[src/rtl/debounce_ctrl_if.sv]
// Debounced edge-event port: one event (channel index + press/release kind)
// per valid/ready handshake.
interface debounce_ctrl_if #(
    parameter int N_CH = 4
);
    localparam int CH_W = (N_CH > 1) ? $clog2(N_CH) : 1;

    logic            ev_valid;
    logic            ev_ready;
    logic [CH_W-1:0] ev_ch;
    logic            ev_press;

    modport master (output ev_valid, ev_ch, ev_press, input ev_ready);
    modport slave  (input ev_valid, ev_ch, ev_press, output ev_ready);
endinterface

[src/rtl/debounce_ctrl.sv]
// Shared-prescaler debouncer for N_CH buttons with a round-robin
// valid/ready event port carrying debounced press/release edges.
module debounce_lane #(
    parameter int STABLE_TICKS = 10,
    parameter int CNT_W        = 4
) (
    input  logic clk,
    input  logic rst_n,
    input  logic din,
    input  logic tick,
    output logic o,
    output logic press,
    output logic rel
);
    logic             s1, s2;
    logic [CNT_W-1:0] cnt;

    always_ff @(posedge clk or negedge rst_n) begin
        if (!rst_n) begin
            s1    <= 1'b0;
            s2    <= 1'b0;
            cnt   <= '0;
            o     <= 1'b0;
            press <= 1'b0;
            rel   <= 1'b0;
        end else begin
            s1    <= din;
            s2    <= s1;
            press <= 1'b0;
            rel   <= 1'b0;
            if (tick) begin
                // Agreeing with o is a glitch rejection: the count restarts.
                if (s2 == o) begin
                    cnt <= '0;
                end else if (cnt == CNT_W'(STABLE_TICKS - 1)) begin
                    o     <= s2;
                    cnt   <= '0;
                    press <= s2;
                    rel   <= ~s2;
                end else begin
                    cnt <= cnt + 1'b1;
                end
            end
        end
    end
endmodule

module debounce_ctrl #(
    parameter int N_CH         = 4,
    parameter int TICK_CYCLES  = 100000,
    parameter int STABLE_TICKS = 10
) (
    input  logic                clk,
    input  logic                reset,
    input  logic [N_CH-1:0]     i,
    output logic [N_CH-1:0]     o,
    output logic [N_CH-1:0]     press,
    output logic [N_CH-1:0]     rel,   // release pulse; "release" is a reserved word
    output logic                tick,
    debounce_ctrl_if.master     ev,
    output logic [N_CH-1:0]     ev_overrun
);
    localparam int CH_W  = (N_CH > 1) ? $clog2(N_CH) : 1;
    localparam int CNT_W = (STABLE_TICKS > 1) ? $clog2(STABLE_TICKS + 1) : 1;
    localparam int PS_W  = $clog2(TICK_CYCLES);

    typedef enum logic {IDLE = 1'b0, OFFER = 1'b1} arb_state_e;

    // Assertion is immediate; deassertion is retimed onto clk.
    logic [1:0] rst_sync;
    logic       rst_n;

    always_ff @(posedge clk or negedge reset) begin
        if (!reset) rst_sync <= 2'b00;
        else        rst_sync <= {rst_sync[0], 1'b1};
    end
    assign rst_n = rst_sync[1];

    logic [PS_W-1:0] ps_cnt;

    always_ff @(posedge clk or negedge rst_n) begin
        if (!rst_n)                                ps_cnt <= '0;
        else if (ps_cnt == PS_W'(TICK_CYCLES - 1)) ps_cnt <= '0;
        else                                       ps_cnt <= ps_cnt + 1'b1;
    end
    assign tick = (ps_cnt == PS_W'(TICK_CYCLES - 1));

    for (genvar k = 0; k < N_CH; k++) begin : g_lane
        debounce_lane #(
            .STABLE_TICKS (STABLE_TICKS),
            .CNT_W        (CNT_W)
        ) u_lane (
            .clk   (clk),
            .rst_n (rst_n),
            .din   (i[k]),
            .tick  (tick),
            .o     (o[k]),
            .press (press[k]),
            .rel   (rel[k])
        );
    end

    // First requester at or after base, wrapping; MSB flags a hit.
    function automatic logic [CH_W:0] rr_pick(input logic [N_CH-1:0] req,
                                              input logic [CH_W-1:0] base);
        logic [CH_W:0]   r;
        logic [CH_W-1:0] ix;
        int              idx;
        r = '0;
        for (int j = N_CH - 1; j >= 0; j--) begin
            idx = int'(base) + j;
            if (idx >= N_CH) idx = idx - N_CH;
            ix = CH_W'(idx);
            if (req[ix]) r = {1'b1, ix};
        end
        return r;
    endfunction

    arb_state_e      state, state_nxt;
    logic [N_CH-1:0] pending, pend_nxt, kind, kind_nxt, ovr_nxt, edge_v;
    logic            again, again_nxt, evp_q, evp_nxt;
    logic [CH_W-1:0] ptr, ptr_nxt, ch_q, ch_nxt;
    logic [CH_W:0]   pick;

    assign edge_v = press | rel;

    always_comb begin
        state_nxt = state;
        pend_nxt  = pending;
        kind_nxt  = kind;
        ovr_nxt   = ev_overrun;
        again_nxt = again;
        ptr_nxt   = ptr;
        ch_nxt    = ch_q;
        evp_nxt   = evp_q;
        pick      = rr_pick(pending, ptr);

        for (int k = 0; k < N_CH; k++) begin
            if (edge_v[k]) begin
                kind_nxt[k] = press[k];
                // An edge on the channel being offered is a fresh event,
                // queued behind the frozen offer rather than an overrun.
                if (state == OFFER && ch_q == CH_W'(k)) begin
                    if (again) ovr_nxt[k] = 1'b1;
                    again_nxt = 1'b1;
                end else begin
                    if (pending[k]) ovr_nxt[k] = 1'b1;
                    pend_nxt[k] = 1'b1;
                end
            end
        end

        case (state)
            IDLE: begin
                if (pick[CH_W]) begin
                    ch_nxt    = pick[CH_W-1:0];
                    evp_nxt   = kind_nxt[pick[CH_W-1:0]];
                    state_nxt = OFFER;
                end
            end
            OFFER: begin
                if (ev.ev_ready) begin
                    pend_nxt[ch_q] = again_nxt;
                    again_nxt      = 1'b0;
                    ptr_nxt        = (ch_q == CH_W'(N_CH - 1)) ? '0 : ch_q + 1'b1;
                    state_nxt      = IDLE;
                end
            end
            default: state_nxt = IDLE;
        endcase
    end

    always_ff @(posedge clk or negedge rst_n) begin
        if (!rst_n) begin
            state      <= IDLE;
            pending    <= '0;
            kind       <= '0;
            ev_overrun <= '0;
            again      <= 1'b0;
            ptr        <= '0;
            ch_q       <= '0;
            evp_q      <= 1'b0;
        end else begin
            state      <= state_nxt;
            pending    <= pend_nxt;
            kind       <= kind_nxt;
            ev_overrun <= ovr_nxt;
            again      <= again_nxt;
            ptr        <= ptr_nxt;
            ch_q       <= ch_nxt;
            evp_q      <= evp_nxt;
        end
    end

    assign ev.ev_valid = (state == OFFER);
    assign ev.ev_ch    = ch_q;
    assign ev.ev_press = evp_q;
endmodule
[src/flat_wrapper.sv]
// flat-port wrapper written by rule: the top's interface ports become plain ports
module debounce_ctrl_flat 
#(
    parameter int N_CH         = 4,
    parameter int TICK_CYCLES  = 100000,
    parameter int STABLE_TICKS = 10
)
  (clk, reset, i, o, press, rel, tick, ev_overrun, ev_ev_valid, ev_ev_ch, ev_ev_press, ev_ev_ready);
  debounce_ctrl_if #(.N_CH(N_CH)) ev_i ();
  input  logic clk;
  input  logic reset;
  input  logic [N_CH-1:0] i;
  output logic [N_CH-1:0] o;
  output logic [N_CH-1:0] press;
  output logic [N_CH-1:0] rel;
  output logic tick;
  output logic [N_CH-1:0] ev_overrun;
  output wire logic [$bits(ev_i.ev_valid)-1:0] ev_ev_valid;
  output wire logic [$bits(ev_i.ev_ch)-1:0] ev_ev_ch;
  output wire logic [$bits(ev_i.ev_press)-1:0] ev_ev_press;
  input wire logic [$bits(ev_i.ev_ready)-1:0] ev_ev_ready;
  assign ev_ev_valid = ev_i.ev_valid;
  assign ev_ev_ch = ev_i.ev_ch;
  assign ev_ev_press = ev_i.ev_press;
  assign ev_i.ev_ready = ev_ev_ready;
  debounce_ctrl #(.N_CH(N_CH), .TICK_CYCLES(TICK_CYCLES), .STABLE_TICKS(STABLE_TICKS)) u_core (.clk(clk), .reset(reset), .i(i), .o(o), .press(press), .rel(rel), .tick(tick), .ev(ev_i), .ev_overrun(ev_overrun));
endmodule
[config.mk]
export PLATFORM = sky130hd
export DESIGN_NAME = debounce_ctrl_flat
export DESIGN_NICKNAME = d
export VERILOG_FILES = /design/src/rtl/debounce_ctrl_if.sv /design/src/rtl/debounce_ctrl.sv /design/src/flat_wrapper.sv
export SDC_FILE = /design/constraint.sdc
export NUM_CORES = 1
export LEC_CHECK = 0
export ABC_AREA = 1
export BUFFER_PORTS_ARGS = -buffer_cell sky130_fd_sc_hd__buf_2
export CORE_AREA = 2 2 68 102
export CTS_CLUSTER_DIAMETER = 150
export DETAILED_ROUTE_END_ITERATION = 10
export DIE_AREA = 0 0 70 104
export PLACE_DENSITY_LB_ADDON = 0.08
export RECOVER_POWER = 50
export SYNTH_ARGS = -nofsm -noshare
export SYNTH_HDL_FRONTEND = slang
export SYNTH_HIERARCHICAL = 1
export SYNTH_SLANG_ARGS = --single-unit
[constraint.sdc]
create_clock -name clk -period 3.1 [get_ports clk]
set_input_delay 0.465 -clock clk [delete_from_list [all_inputs] [get_ports clk]]
set_output_delay 0.465 -clock clk [all_outputs]
set_load 0.01 [all_outputs]
==> out/results.ini <==
[status]
status=complete, but fails checks
violations=max-capacitance violations, max-slew violations

[logic_synthesis]
syn_nets=482
yosysTopAreaCell=dfrtp_1
syn_area_um2=3720
synth_warnings=6
avgSynthCellArea_um2=7.94
yosysMostFrequentCell=nand2_1
synth_commonest_cells=146 x nand2_1, 74 x dfrtp_1, 65 x inv_1
synthCells=468
synth_top_area_share=0.498
synth_seq_cells=74
synthFlopType=dfrtp_1
yosys-top-cells-area=dfrtp_1 50%, nand2_1 15%, inv_1 6.6%
synth-async-reset-ratio=1.00
synth-edff-count=0
ys_types=31
synth_seq_area_share=0.498

[worst_setup_path]
cp.required_ns=2.63
crit_arrival_ns=1.71
worstSetupPathType=reg2out
critPathLaunchType=flip-flop
path_max_fanout=6
rrSetupSlack_ns=1.14
critPathCaptureType=output port

[sta]
finalWorstSetupSlack_ns=0.922
max_freq_ghz=0.459
hold_slack_ns=0.227
setup_viol=0
tightest_slew_ns=1.72
tns_ns=0
slew_headroom=-0.148
period_needed_ns=2.18
fin_crit_sh=0.703
hold_violations=0
fin_skew_ns=0.0116
rsz0062_at_grt=no
slew_viol_final=73

[placement]
place_ws_ns=1.16
place.gp.congestion=0.833
io_buffers=27
dp_hpwl_mm=5.06

[global_routing]
antenna_found_initial=0
grt.total_usage=0.208
grt_max_degree=73
grt_pass1_wl_mm=12.1
grt_pass1_vias=2817
overflow=0

[cells_and_area]
drive_gt1_frac=0.160
syn_to_final_growth_pct=12.9
fin_nets=522
final_core_utilization=0.656
insertedDiodeCount=0

[route]
via_per_inst=4.99
drt_first_pass_iters=4
vias=2938
drc=0
routed_wl_mm=6.84
drtIter0Drc=151
wire_per_inst_um=11.6
postRouteAntennaNets=0

[pwr]
vdd_drop_max_mv=0.520
total_leakage_power_uw=0.00230
p_per_area_nw_per_um2=649

[clock_network]
cts_tree=built
cts_buffers=9
clk_pin_slew_ns=0.08
clock-sinks=74
postCtsSetupBuffers=0
cts.htree.levels=3
root_buffer=clkbuf_8
clock_latency_ns=0.34
cts_buffer_depth=2
postCtsHoldBufs=1
post_cts_resized=0

[floorplan]
die-width_um=70
io_pins=28
dieArea_um2=7280
rows=36
dieHeight_um=104
core-area_um2=6400
start_util=0.581

[hold_path]
worstHoldPathType=in2reg

[run]
maxCapViolations=1

## worst max-delay path, stage by stage (launching register included)
cell and delay [ns]:
dfrtp_1 0.42, inv_1 0.10, nand4_1 0.09, nor4_1 0.16, inv_1 0.10, nor3_2 0.29
buf_2 0.21
## final cells by class
class / count / area (µm²)
Inverter: 75 / 284
Tap cell: 76 / 95.1
Fill cell: 551 / 2200
Clock inverter: 6 / 105
Multi-Input combinational cell: 318 / 1570
Timing Repair Buffer: 30 / 156
Clock buffer: 10 / 128
Sequential cell: 74 / 1850
## placed cells by master (no fill, tap or decap), types with 3 or more instances in the layout
cell,instances
clkbuf_8,9
ha_1,7
nor2_4,6
o21ai_0,21
bufinv_16,3
clkinv_2,3
xor2_1,8
nand3_1,28
inv_2,9
dfrtp_1,73
nand4_1,7
nand2_1,146
nand2_2,11
nor2_1,45
a21oi_1,13
nor3_2,4
buf_2,26
inv_1,65
nor3_1,3
## power breakdown
group	internal [µW]	switching, µW
clock	531	345
combinational	242	488
sequential	1040	77.3
total	1810	910
## sequential cells by signal, summed over array words and instances, names as in the netlist, 2 cells and up
signal	count
u_core/g_lane.u_lane/s1	4
u_core/g_lane.u_lane/s2	4
u_core/g_lane.u_lane/press	4
u_core/ev_overrun	4
u_core/g_lane.u_lane/o	4
u_core/g_lane.u_lane/cnt	16
u_core/g_lane.u_lane/rel	4
u_core/ptr	2
u_core/rst_sync	2
u_core/ev.ev_ch	2
u_core/kind	4
u_core/ps_cnt	17
u_core/pending	4
## metrics by stage
step,std cells,cell area (µm²),power (µW)
2_1_floorplan,468,3720,1690
3_3_place_gp,572,3970,1830
3_5_place_dp,572,3970,1860
4_1_cts,589,4210,2750
5_1_grt,589,4190,2920
6_report,589,4190,2720
## layer usage
layer	wire, µm	track usage
met1	2960	0.253
met2	3540	0.354
met3	233	0.0455
met4	102	0.0838
met5	0	0
## path summary, 6_finish.rpt
check | start | endpoint | cells after the start
max in group asynchronous | u_core/rst_sync[1]$_DFF_PN0_ | u_core/g_lane[0].u_lane/o$_DFFE_PN0P_ | 1
min in group asynchronous | reset | u_core/rst_sync[1]$_DFF_PN0_ | 2
hold reg to reg | u_core/g_lane[2].u_lane/s1$_DFF_PN0_ | u_core/g_lane[2].u_lane/s2$_DFF_PN0_ | 0
hold / removal | i[3] | u_core/g_lane[3].u_lane/s1$_DFF_PN0_ | 1
setup / recovery | u_core/ps_cnt[12]$_DFF_PN0_ | tick | 6
setup reg to reg | u_core/ps_cnt[12]$_DFF_PN0_ | u_core/g_lane[3].u_lane/o$_DFFE_PN0P_ | 11
## cell families (layout without fill, tap and decap cells)
kind of cell	Yosys count	in the layout	share of synthesized area
and+or+nand+nor	259	259	0.317
buffers and inverters	76	121	0.0785
DFF	74	74	0.498
AOI/OAI and AO/OA	43	43	0.0630
xor gates and xnor gates	8	8	0.0189
adders and majority gates	7	7	0.0236
other	1	1	0.00101
Note: power is estimated with default switching activity, not from simulation.
